[src/rtl/reorder_buffer.sv]
// reorder_buffer: in-order retirement buffer; returns each retiring entry's
// superseded physical reg (old_rd) to the free pool.
module reorder_buffer #(
    parameter int DEPTH      = 16,
    parameter int PREG_WIDTH = 6,
    parameter int AREG_WIDTH = 5,
    parameter int TAG_WIDTH  = $clog2(DEPTH)
) (
    input  logic                  clk,
    input  logic                  rst_n,
    input  logic                  alloc_valid,
    input  logic                  alloc_reg_write,
    input  logic [AREG_WIDTH-1:0] alloc_rd,
    input  logic [PREG_WIDTH-1:0] alloc_rrd,
    input  logic [PREG_WIDTH-1:0] alloc_old_rd,
    output logic                  alloc_ready,
    output logic [TAG_WIDTH-1:0]  alloc_tag,
    input  logic                  cmpl_valid,
    input  logic [TAG_WIDTH-1:0]  cmpl_tag,
    output logic                  commit_valid,
    output logic [AREG_WIDTH-1:0] commit_rd,
    output logic [PREG_WIDTH-1:0] commit_rrd,
    output logic                  push_free_reg,
    output logic [PREG_WIDTH-1:0] freed_reg,
    output logic                  empty,
    output logic                  full
);
    logic [DEPTH-1:0]      valid;
    logic [DEPTH-1:0]      done;
    logic [DEPTH-1:0]      reg_write;
    logic [AREG_WIDTH-1:0] rd_mem     [DEPTH];
    logic [PREG_WIDTH-1:0] rrd_mem    [DEPTH];
    logic [PREG_WIDTH-1:0] old_rd_mem [DEPTH];
    logic [TAG_WIDTH-1:0]  head;
    logic [TAG_WIDTH-1:0]  tail;
    logic [TAG_WIDTH:0]    count;
    logic                  alloc_fire;

    assign full          = count == (TAG_WIDTH+1)'(DEPTH);
    assign empty         = count == '0;
    assign alloc_ready   = !full;
    assign alloc_tag     = tail;
    assign alloc_fire    = alloc_valid && alloc_ready;
    assign commit_valid  = valid[head] && done[head];
    assign commit_rd     = commit_valid ? rd_mem[head] : '0;
    assign commit_rrd    = commit_valid ? rrd_mem[head] : '0;
    assign freed_reg     = commit_valid ? old_rd_mem[head] : '0;
    assign push_free_reg = commit_valid && reg_write[head];

    // Later writes win: a same-edge alloc overrides a completion aimed at the tail.
    always_ff @(posedge clk or negedge rst_n) begin
        if (!rst_n) begin
            valid <= '0;
            done  <= '0;
            head  <= '0;
            tail  <= '0;
            count <= '0;
        end else begin
            if (cmpl_valid && valid[cmpl_tag])
                done[cmpl_tag] <= 1'b1;
            if (commit_valid) begin
                valid[head] <= 1'b0;
                done[head]  <= 1'b0;
                head        <= head + TAG_WIDTH'(1);
            end
            if (alloc_fire) begin
                valid[tail] <= 1'b1;
                done[tail]  <= 1'b0;
                tail        <= tail + TAG_WIDTH'(1);
            end
            count <= count + (TAG_WIDTH+1)'(alloc_fire) - (TAG_WIDTH+1)'(commit_valid);
        end
    end

    always_ff @(posedge clk) begin
        if (alloc_fire) begin
            reg_write[tail]  <= alloc_reg_write && (alloc_rd != '0);
            rd_mem[tail]     <= alloc_rd;
            rrd_mem[tail]    <= alloc_rrd;
            old_rd_mem[tail] <= alloc_old_rd;
        end
    end
endmodule

[config.mk]
export PLATFORM = sky130hd
export DESIGN_NAME = reorder_buffer
export DESIGN_NICKNAME = d
export VERILOG_FILES = /design/src/rtl/reorder_buffer.sv
export SDC_FILE = /design/constraint.sdc
export NUM_CORES = 1
export LEC_CHECK = 0
export CORE_MARGIN = 8
export CORE_UTILIZATION = 65
export CTS_CLUSTER_SIZE = 28
export DETAILED_ROUTE_END_ITERATION = 10
export DONT_BUFFER_PORTS = 1
export GPL_TIMING_DRIVEN = 0
export PLACE_DENSITY_LB_ADDON = 0.08
export SYNTH_ARGS = -nofsm -noshare
export SYNTH_HDL_FRONTEND = slang
export SYNTH_SLANG_ARGS = --single-unit
[constraint.sdc]
create_clock -name clk -period 7.01 [get_ports clk]
set_clock_uncertainty 0.15 [all_clocks]
set_input_delay 0.701 -clock clk [delete_from_list [all_inputs] [get_ports clk]]
set_output_delay 0.701 -clock clk [all_outputs]
set_load 0.01 [all_outputs]
## Word-level counts from Yosys, hierarchy flattened

Memories as Yosys holds them, arrays and structs flattened.
Cells that the tools add are included.
Widths: inputs -> output; s select.

- Add/subtract/negate cells: 4
- Multiply operators: 0
- Divide/modulo/power cells: 0
- Magnitude comparators: 6
- Eq/ne operators: 1
- Shifts and indexed selects: 0
- Muxes and demuxes: 25
- Bitwise operators: 7
- Reduce and logical (&&, ||, !) cells: 11

Operators with widths:

| operator | count |
|---|---|
| $mux 16 | 5 |
| $and 16x16->16 | 3 |
| $not 16->16 | 2 |
| $or 16x16->16 | 2 |
| $bmux 1 s4 | 4 |
| $bwmux 16 | 1 |
| $lt 4x5->1 const B | 3 |
| $demux 1 s4 | 3 |
| $ge 4x1->1 const B | 3 |
| $mux 6 | 2 |
| $mux 1 | 9 |
| $add 4x1->4 const B | 2 |
| $logic_and 1x1->1 | 8 |
| $add 5x1->5 | 1 |
| $eq 5x5->1 const B | 1 |
| $logic_not 5->1 | 1 |
| $mux 5 | 1 |
| $reduce_bool 5->1 | 1 |
| $sub 5x1->5 | 1 |
| $logic_not 1->1 | 1 |

- Register bits after elaboration: 61
- Bits in latches: 0
- Bits in writable memories: 272
- ROM bits: 0
- Input port bits: 26
- Output and inout port bits: 26
- Memories kept: 3

Memories:

| memory | words | width | read ports | clocked after Yosys merged registers in | write ports | line | RTL |
|---|---|---|---|---|---|---|---|
| old_rd_mem | 16 | 6 | 1 | 0 | 1 | 33 | `logic [PREG_WIDTH-1:0] old_rd_mem [DEPTH];` |
| rrd_mem | 16 | 6 | 1 | 0 | 1 | 32 | `logic [PREG_WIDTH-1:0] rrd_mem [DEPTH];` |
| rd_mem | 16 | 5 | 1 | 0 | 1 | 31 | `logic [AREG_WIDTH-1:0] rd_mem [DEPTH];` |

## Logic depth before layout (Yosys ltp)

- Depth after elaboration: 10
- Depth in mapped cells: 18
- Mapped depth without buffers: 16

## Worst setup path before layout

Ideal clock, no wire load.

- Kind: register to register
- Start: register count[2]
- End: memory old_rd_mem[3][0] (enable)
- Arrival time: 2.772 ns
- Required time: 6.437 ns
- Slack: 3.666 ns
- Cell stages (with the launch flop): 9
- Path buffers: 1
- Clock period less this slack: 3.344 ns
- Cells stage by stage: dfrtp_1 inv_1 ha_1 nand3_1 inv_1 nor2b_1 clkbuf_1 nand2_1 nor3_1

- Cells in the longest elaborated chain, start to end: 5

Ends and longest elaborated chain:

| element | line | RTL |
|---|---|---|
| from (decl) | 36 | `logic [TAG_WIDTH:0] count;` |
| from (signal assigned) | 71 | `count <= count + (TAG_WIDTH+1)'(alloc_fire) - (TAG_WIDTH+1)'(commit_valid);` |
| $eq 5x5->1 | 39 | `assign full = count == (TAG_WIDTH+1)'(DEPTH);` |
| $logic_not 1->1 | 41 | `assign alloc_ready = !full;` |
| named net alloc_ready | 16 | `output logic alloc_ready,` |
| $logic_and 1x1->1 | 43 | `assign alloc_fire = alloc_valid && alloc_ready;` |
| $mux 1 | 76 | `if (alloc_fire) begin` |
| $mux 1 (not written as such) | 80 | `old_rd_mem[tail] <= alloc_old_rd;` |
| to (decl) | 33 |  |

The timed path passes the listed nets, and every way through them passes these cells.

## Worst setup path after layout

- Start: register head[1]
- End: register count[4]

- Cells in the longest elaborated chain, start to end: 4

Ends and longest elaborated chain:

| element | line | RTL |
|---|---|---|
| from (decl) | 34 | `logic [TAG_WIDTH-1:0] head;` |
| from (signal assigned) | 64 | `head <= head + TAG_WIDTH'(1);` |
| $bmux 1 s4 | 44 | `assign commit_valid = valid[head] && done[head];` |
| $mux 1 (not written as such) | 44 |  |
| $logic_and 1x1->1 * | 44 |  |
| named net commit_valid | 20 | `output logic commit_valid,` |
| $sub 5x1->5 * | 71 |  |

Mark *: on every way through the listed nets, which the timed path passes. The rest lies on a longest branch. The select of a mux whose other input is x is not followed.
A chain may end at the register's enable or synchronous reset.

==> flow_results.xml <==
<?xml version="1.0" encoding="UTF-8"?>
<metrics>
  <group name="placed_design">
    <metric name="pre_cts_ws" unit="ns">3.21</metric>
    <metric name="portBuffers" unit="">0</metric>
    <metric name="dpl.hpwl" unit="um">18800</metric>
    <metric name="routabilityCongestion" unit="">0.850</metric>
  </group>
  <group name="finish">
    <metric name="multi_input_comb_area" unit="sq um">3650</metric>
    <metric name="syn2layout_area_growth" unit="%">13.2</metric>
    <metric name="final_antenna_diode_count" unit="">0</metric>
    <metric name="final-seq-area" unit="sq um">9770</metric>
    <metric name="core_occupancy_in_the_finished_layout" unit="">0.744</metric>
    <metric name="fin_nets" unit="">764</metric>
    <metric name="number_of_filler_instances_in_the_final_layout" unit="">1178</metric>
    <metric name="drive_gt1_frac" unit="">0.308</metric>
  </group>
  <group name="yosys">
    <metric name="dominant_combinational_cell_family_by_area_after_synthesis" unit="">multiplexers</metric>
    <metric name="count_of_flip_flops_with_a_built_in_enable_after_synthesis" unit="">288</metric>
    <metric name="synth.distinct_cells" unit="">47</metric>
    <metric name="syn-instance-count" unit="">669</metric>
    <metric name="synth_compound_area_frac" unit="">0.0349</metric>
    <metric name="synth_flop_cell" unit="">sky130_fd_sc_hd__edfxtp_1</metric>
    <metric name="async_reset_ff_frac" unit="">0.135</metric>
    <metric name="yosys_warnings" unit="">0</metric>
    <metric name="synth-xor-area-share" unit="">0.00576</metric>
    <metric name="post_synth_instance_area" unit="sq um">13700</metric>
    <metric name="ys_seq_elements" unit="">333</metric>
    <metric name="synth_mux_area_frac" unit="">0.172</metric>
    <metric name="adder_and_majority_gate_portion_of_the_synthesized_area" unit="">0.0143</metric>
    <metric name="synth_area_per_cell" unit="sq um">20.4</metric>
    <metric name="synth_seq_area_share" unit="">0.715</metric>
    <metric name="yosys.area_share.simple" unit="">0.0348</metric>
    <metric name="synth.net_count" unit="">710</metric>
  </group>
  <group name="route">
    <metric name="detail_route.vias_per_cell" unit="">6.70</metric>
    <metric name="drc_violations" unit="">0</metric>
    <metric name="routed-via-count" unit="">6842</metric>
    <metric name="post_route_wl" unit="um">30500</metric>
    <metric name="dr.first_iter.drc_count" unit="">840</metric>
    <metric name="drtPass1Iterations" unit="">5</metric>
    <metric name="ant_nets" unit="">0</metric>
    <metric name="wirelength_per_cell" unit="um">29.9</metric>
  </group>
  <group name="clocking">
    <metric name="insertion_delay" unit="ns">0.51</metric>
    <metric name="tritoncts" unit="">yes</metric>
    <metric name="path_clk_slew" unit="ns">0.06</metric>
    <metric name="max-clock-path-buffers" unit="">3</metric>
    <metric name="cts_post_setup_buffers_inserted" unit="">0</metric>
    <metric name="clock_sink_count" unit="">333</metric>
    <metric name="master_cell_of_the_clock_root_buffer" unit="">sky130_fd_sc_hd__clkbuf_16</metric>
    <metric name="numCtsBuffers" unit="">34</metric>
    <metric name="cts.htree.levels" unit="">2</metric>
  </group>
  <group name="grt">
    <metric name="grt_first_pass_wirelength" unit="um">46100</metric>
    <metric name="first_global_vias" unit="">7153</metric>
    <metric name="grt_start_max_net_pins" unit="">46</metric>
    <metric name="grt_antenna_before_repair" unit="">0</metric>
    <metric name="global_route.overflow_total" unit="">0</metric>
    <metric name="total_grt_usage" unit="">0.242</metric>
  </group>
  <group name="setup_path">
    <metric name="worstPathRequired" unit="ns">7.24</metric>
    <metric name="cpMostUsedCell" unit="">sky130_fd_sc_hd__inv_1</metric>
    <metric name="critical-path-top-delay-family" unit="">buffers and inverters</metric>
    <metric name="crit_path_start_kind" unit="">flip-flop</metric>
    <metric name="arrival" unit="ns">4.06</metric>
    <metric name="crit_path_cell_trace" unit="">buf_4, buf_6, mux2_4, o221ai_2, nor2_1, o21ai_2, buf_4, inv_1, ha_1, inv_1, ha_1, inv_1, fa_1, inv_1, a21oi_1, nor2_1, nor2_1, xnor2_1</metric>
    <metric name="end_kind" unit="">flip-flop</metric>
    <metric name="path_max_fanout" unit="">10</metric>
    <metric name="cpPeakStageDelay" unit="ns">0.42</metric>
    <metric name="cp_num_buf_inv" unit="">7</metric>
    <metric name="path_class" unit="">flip-flop to flip-flop</metric>
    <metric name="cell_with_the_biggest_individual_delay_on_the_critical_path" unit="">sky130_fd_sc_hd__fa_1</metric>
  </group>
  <group name="sta">
    <metric name="finalWorstSetupSlack" unit="ns">3.17</metric>
    <metric name="layout_worst_path_cycle_share" unit="">0.547</metric>
    <metric name="setup_viol" unit="">0</metric>
    <metric name="fin_crit" unit="ns">3.84</metric>
    <metric name="rsz0062_at_grt" unit="">no</metric>
    <metric name="fmax" unit="GHz">0.261</metric>
    <metric name="final_hold_viol_count" unit="">0</metric>
    <metric name="report.final.slew_viol_count" unit="">0</metric>
    <metric name="timing.max_slew.rel_slack" unit="">0.359</metric>
    <metric name="worst-slew-pin-transition" unit="ns">0.960</metric>
    <metric name="setup_total_negative_slack" unit="ns">0</metric>
  </group>
  <group name="power">
    <metric name="irDropWorstVdd" unit="mV">0.267</metric>
    <metric name="power.total" unit="mW">6.64</metric>
    <metric name="power_density" unit="nW/um^2">429</metric>
    <metric name="cellLeakagePower" unit="nW">5.18</metric>
  </group>
  <group name="worst_hold_path">
    <metric name="hold_path_class" unit="">primary input to flip-flop</metric>
  </group>
  <group name="die">
    <metric name="fp.dieH" unit="um">161</metric>
    <metric name="core.rowCount" unit="">53</metric>
    <metric name="initial_core_util" unit="">0.657</metric>
    <metric name="design.portCount" unit="">52</metric>
    <metric name="die_w" unit="um">161</metric>
    <metric name="dieArea" unit="sq um">25900</metric>
    <metric name="core_area" unit="sq um">20800</metric>
  </group>
  <group name="run">
    <metric name="maxCapViolCount" unit="">0</metric>
  </group>
  <group name="status">
    <metric name="outcome" unit="">finished clean</metric>
  </group>
</metrics>
## metal layers
| layer | global-route usage | wire (um) | vias to the layer above |
|---|---|---|---|
| met5 | 0 | 0 | - |
| met4 | 0.0753 | 798 | 0 |
| met3 | 0.0562 | 2570 | 55 |
| met2 | 0.392 | 15200 | 325 |
| met1 | 0.326 | 11900 | 3619 |
| li1 | - | - | 2843 |
## flip-flops by register name, summed over array words and instances, names as in the netlist
signal	cells
old_rd_mem	96
rrd_mem	96
rd_mem	80
done	16
reg_write	16
valid	16
count	5
alloc_tag	4
head	4
## cell usage in the layout (no fill, tap or decap), types with 4 or more instances in the layout
| cell type | count |
|---|---|
| sky130_fd_sc_hd__a21o_1 | 17 |
| sky130_fd_sc_hd__nand2b_1 | 5 |
| sky130_fd_sc_hd__ha_1 | 14 |
| sky130_fd_sc_hd__clkbuf_1 | 8 |
| sky130_fd_sc_hd__edfxtp_1 | 288 |
| sky130_fd_sc_hd__a31oi_1 | 6 |
| sky130_fd_sc_hd__nor2_1 | 6 |
| sky130_fd_sc_hd__clkinv_1 | 9 |
| sky130_fd_sc_hd__nor2_4 | 4 |
| sky130_fd_sc_hd__mux2i_1 | 4 |
| sky130_fd_sc_hd__nor2b_1 | 22 |
| sky130_fd_sc_hd__buf_2 | 11 |
| sky130_fd_sc_hd__buf_16 | 8 |
| sky130_fd_sc_hd__mux4_2 | 101 |
| sky130_fd_sc_hd__a211oi_1 | 6 |
| sky130_fd_sc_hd__a211oi_2 | 8 |
| sky130_fd_sc_hd__nor2_2 | 9 |
| sky130_fd_sc_hd__clkbuf_16 | 35 |
| sky130_fd_sc_hd__inv_1 | 15 |
| sky130_fd_sc_hd__nor3_2 | 6 |
| sky130_fd_sc_hd__buf_4 | 13 |
| sky130_fd_sc_hd__dfrtp_1 | 45 |
| sky130_fd_sc_hd__a21oi_1 | 14 |
| sky130_fd_sc_hd__clkinv_2 | 4 |
| sky130_fd_sc_hd__nand2_1 | 22 |
| sky130_fd_sc_hd__buf_6 | 15 |
| sky130_fd_sc_hd__xnor2_1 | 8 |
## cells in the mapped netlist (2+ instances only)
| cell type | n | area (sq um) |
|---|---|---|
| sky130_fd_sc_hd__a211oi_2 | 8 | 100 |
| sky130_fd_sc_hd__mux2_2 | 2 | 22.5 |
| sky130_fd_sc_hd__mux2i_1 | 4 | 40.0 |
| sky130_fd_sc_hd__buf_6 | 9 | 101 |
| sky130_fd_sc_hd__inv_1 | 15 | 56.3 |
| sky130_fd_sc_hd__a21oi_1 | 14 | 70.1 |
| sky130_fd_sc_hd__buf_1 | 3 | 11.3 |
| sky130_fd_sc_hd__nand2_1 | 22 | 82.6 |
| sky130_fd_sc_hd__a21o_1 | 17 | 128 |
| sky130_fd_sc_hd__ha_1 | 14 | 175 |
| sky130_fd_sc_hd__o22a_1 | 2 | 17.5 |
| sky130_fd_sc_hd__nor2b_1 | 22 | 138 |
| sky130_fd_sc_hd__nor3_1 | 4 | 20.0 |
| sky130_fd_sc_hd__nor2_1 | 18 | 67.6 |
| sky130_fd_sc_hd__edfxtp_1 | 288 | 8650 |
| sky130_fd_sc_hd__a31oi_1 | 6 | 37.5 |
| sky130_fd_sc_hd__mux4_2 | 101 | 2270 |
| sky130_fd_sc_hd__buf_2 | 11 | 55.1 |
| sky130_fd_sc_hd__or2_2 | 2 | 12.5 |
| sky130_fd_sc_hd__a211oi_1 | 6 | 45.0 |
| sky130_fd_sc_hd__buf_4 | 11 | 82.6 |
| sky130_fd_sc_hd__and4b_1 | 2 | 20.0 |
| sky130_fd_sc_hd__nand4_1 | 2 | 12.5 |
| sky130_fd_sc_hd__dfrtp_1 | 45 | 1130 |
| sky130_fd_sc_hd__nor3_2 | 2 | 20.0 |
| sky130_fd_sc_hd__a311oi_1 | 2 | 17.5 |
| sky130_fd_sc_hd__clkbuf_1 | 4 | 15.0 |
| sky130_fd_sc_hd__nand2b_1 | 5 | 31.3 |
| sky130_fd_sc_hd__xnor2_1 | 8 | 70.1 |
| sky130_fd_sc_hd__nand3_1 | 3 | 15.0 |
## per-stage QoR
stage | area [sq um] | std cells | hold WS, ns
after floorplan | 13700 | 669 | 0.255
after global placement | 14000 | 944 | 0.257
after detailed placement | 14400 | 960 | 0.257
after CTS | 15500 | 1021 | 0.118
after global routing | 15500 | 1021 | 0.112
final | 15500 | 1021 | 0.128
## layout make-up
type                    instances  share of cell area
flip-flops and latches        333               0.631
multi-input cells             283               0.236
clock buffers                  39              0.0575
well taps                     275              0.0222
repair buffers                 18              0.0212
plain buffers                  38              0.0171
clock inverters                20              0.0113
inverters                      15             0.00364
## power breakdown
group | leakage, nW | internal (mW) | total [mW] | switching (mW)
combinational | 1.53 | 1.07 | 2.28 | 1.22
clock | 0.513 | 1.02 | 1.75 | 0.724
sequential | 3.14 | 2.46 | 2.61 | 0.150
## worst paths after layout
kind / from / to / slack, ns / cells after the start
max reg2reg: head[1] / count[4] / 3.17 / 18
min in group asynchronous: rst_n / valid[0] / 0.56 / 2
min: alloc_old_rd[1] / old_rd_mem[4][1] / 0.13 / 0
max: head[1] / count[4] / 3.17 / 18
min reg2reg: valid[6] / valid[6] / 0.37 / 1
max in group asynchronous: rst_n / alloc_tag[0] / 5.94 / 2
## kinds of logic after synthesis
kind of cell | Yosys count
and+or+nand+nor | 89
buffers and inverters | 53
DFF | 333
AOI/OAI and AO/OA | 62
xor gates and xnor gates | 9
muxes | 108
adders and majority gates | 15
## repair_timing
item                                    in CTS  in global routing
gates resized for setup                      0                  0
endpoints found under the setup margin       0                  0
hold endpoints to repair                    45                  0
hold buffers                                 2                  0
Power figures use the tool's default switching activity.
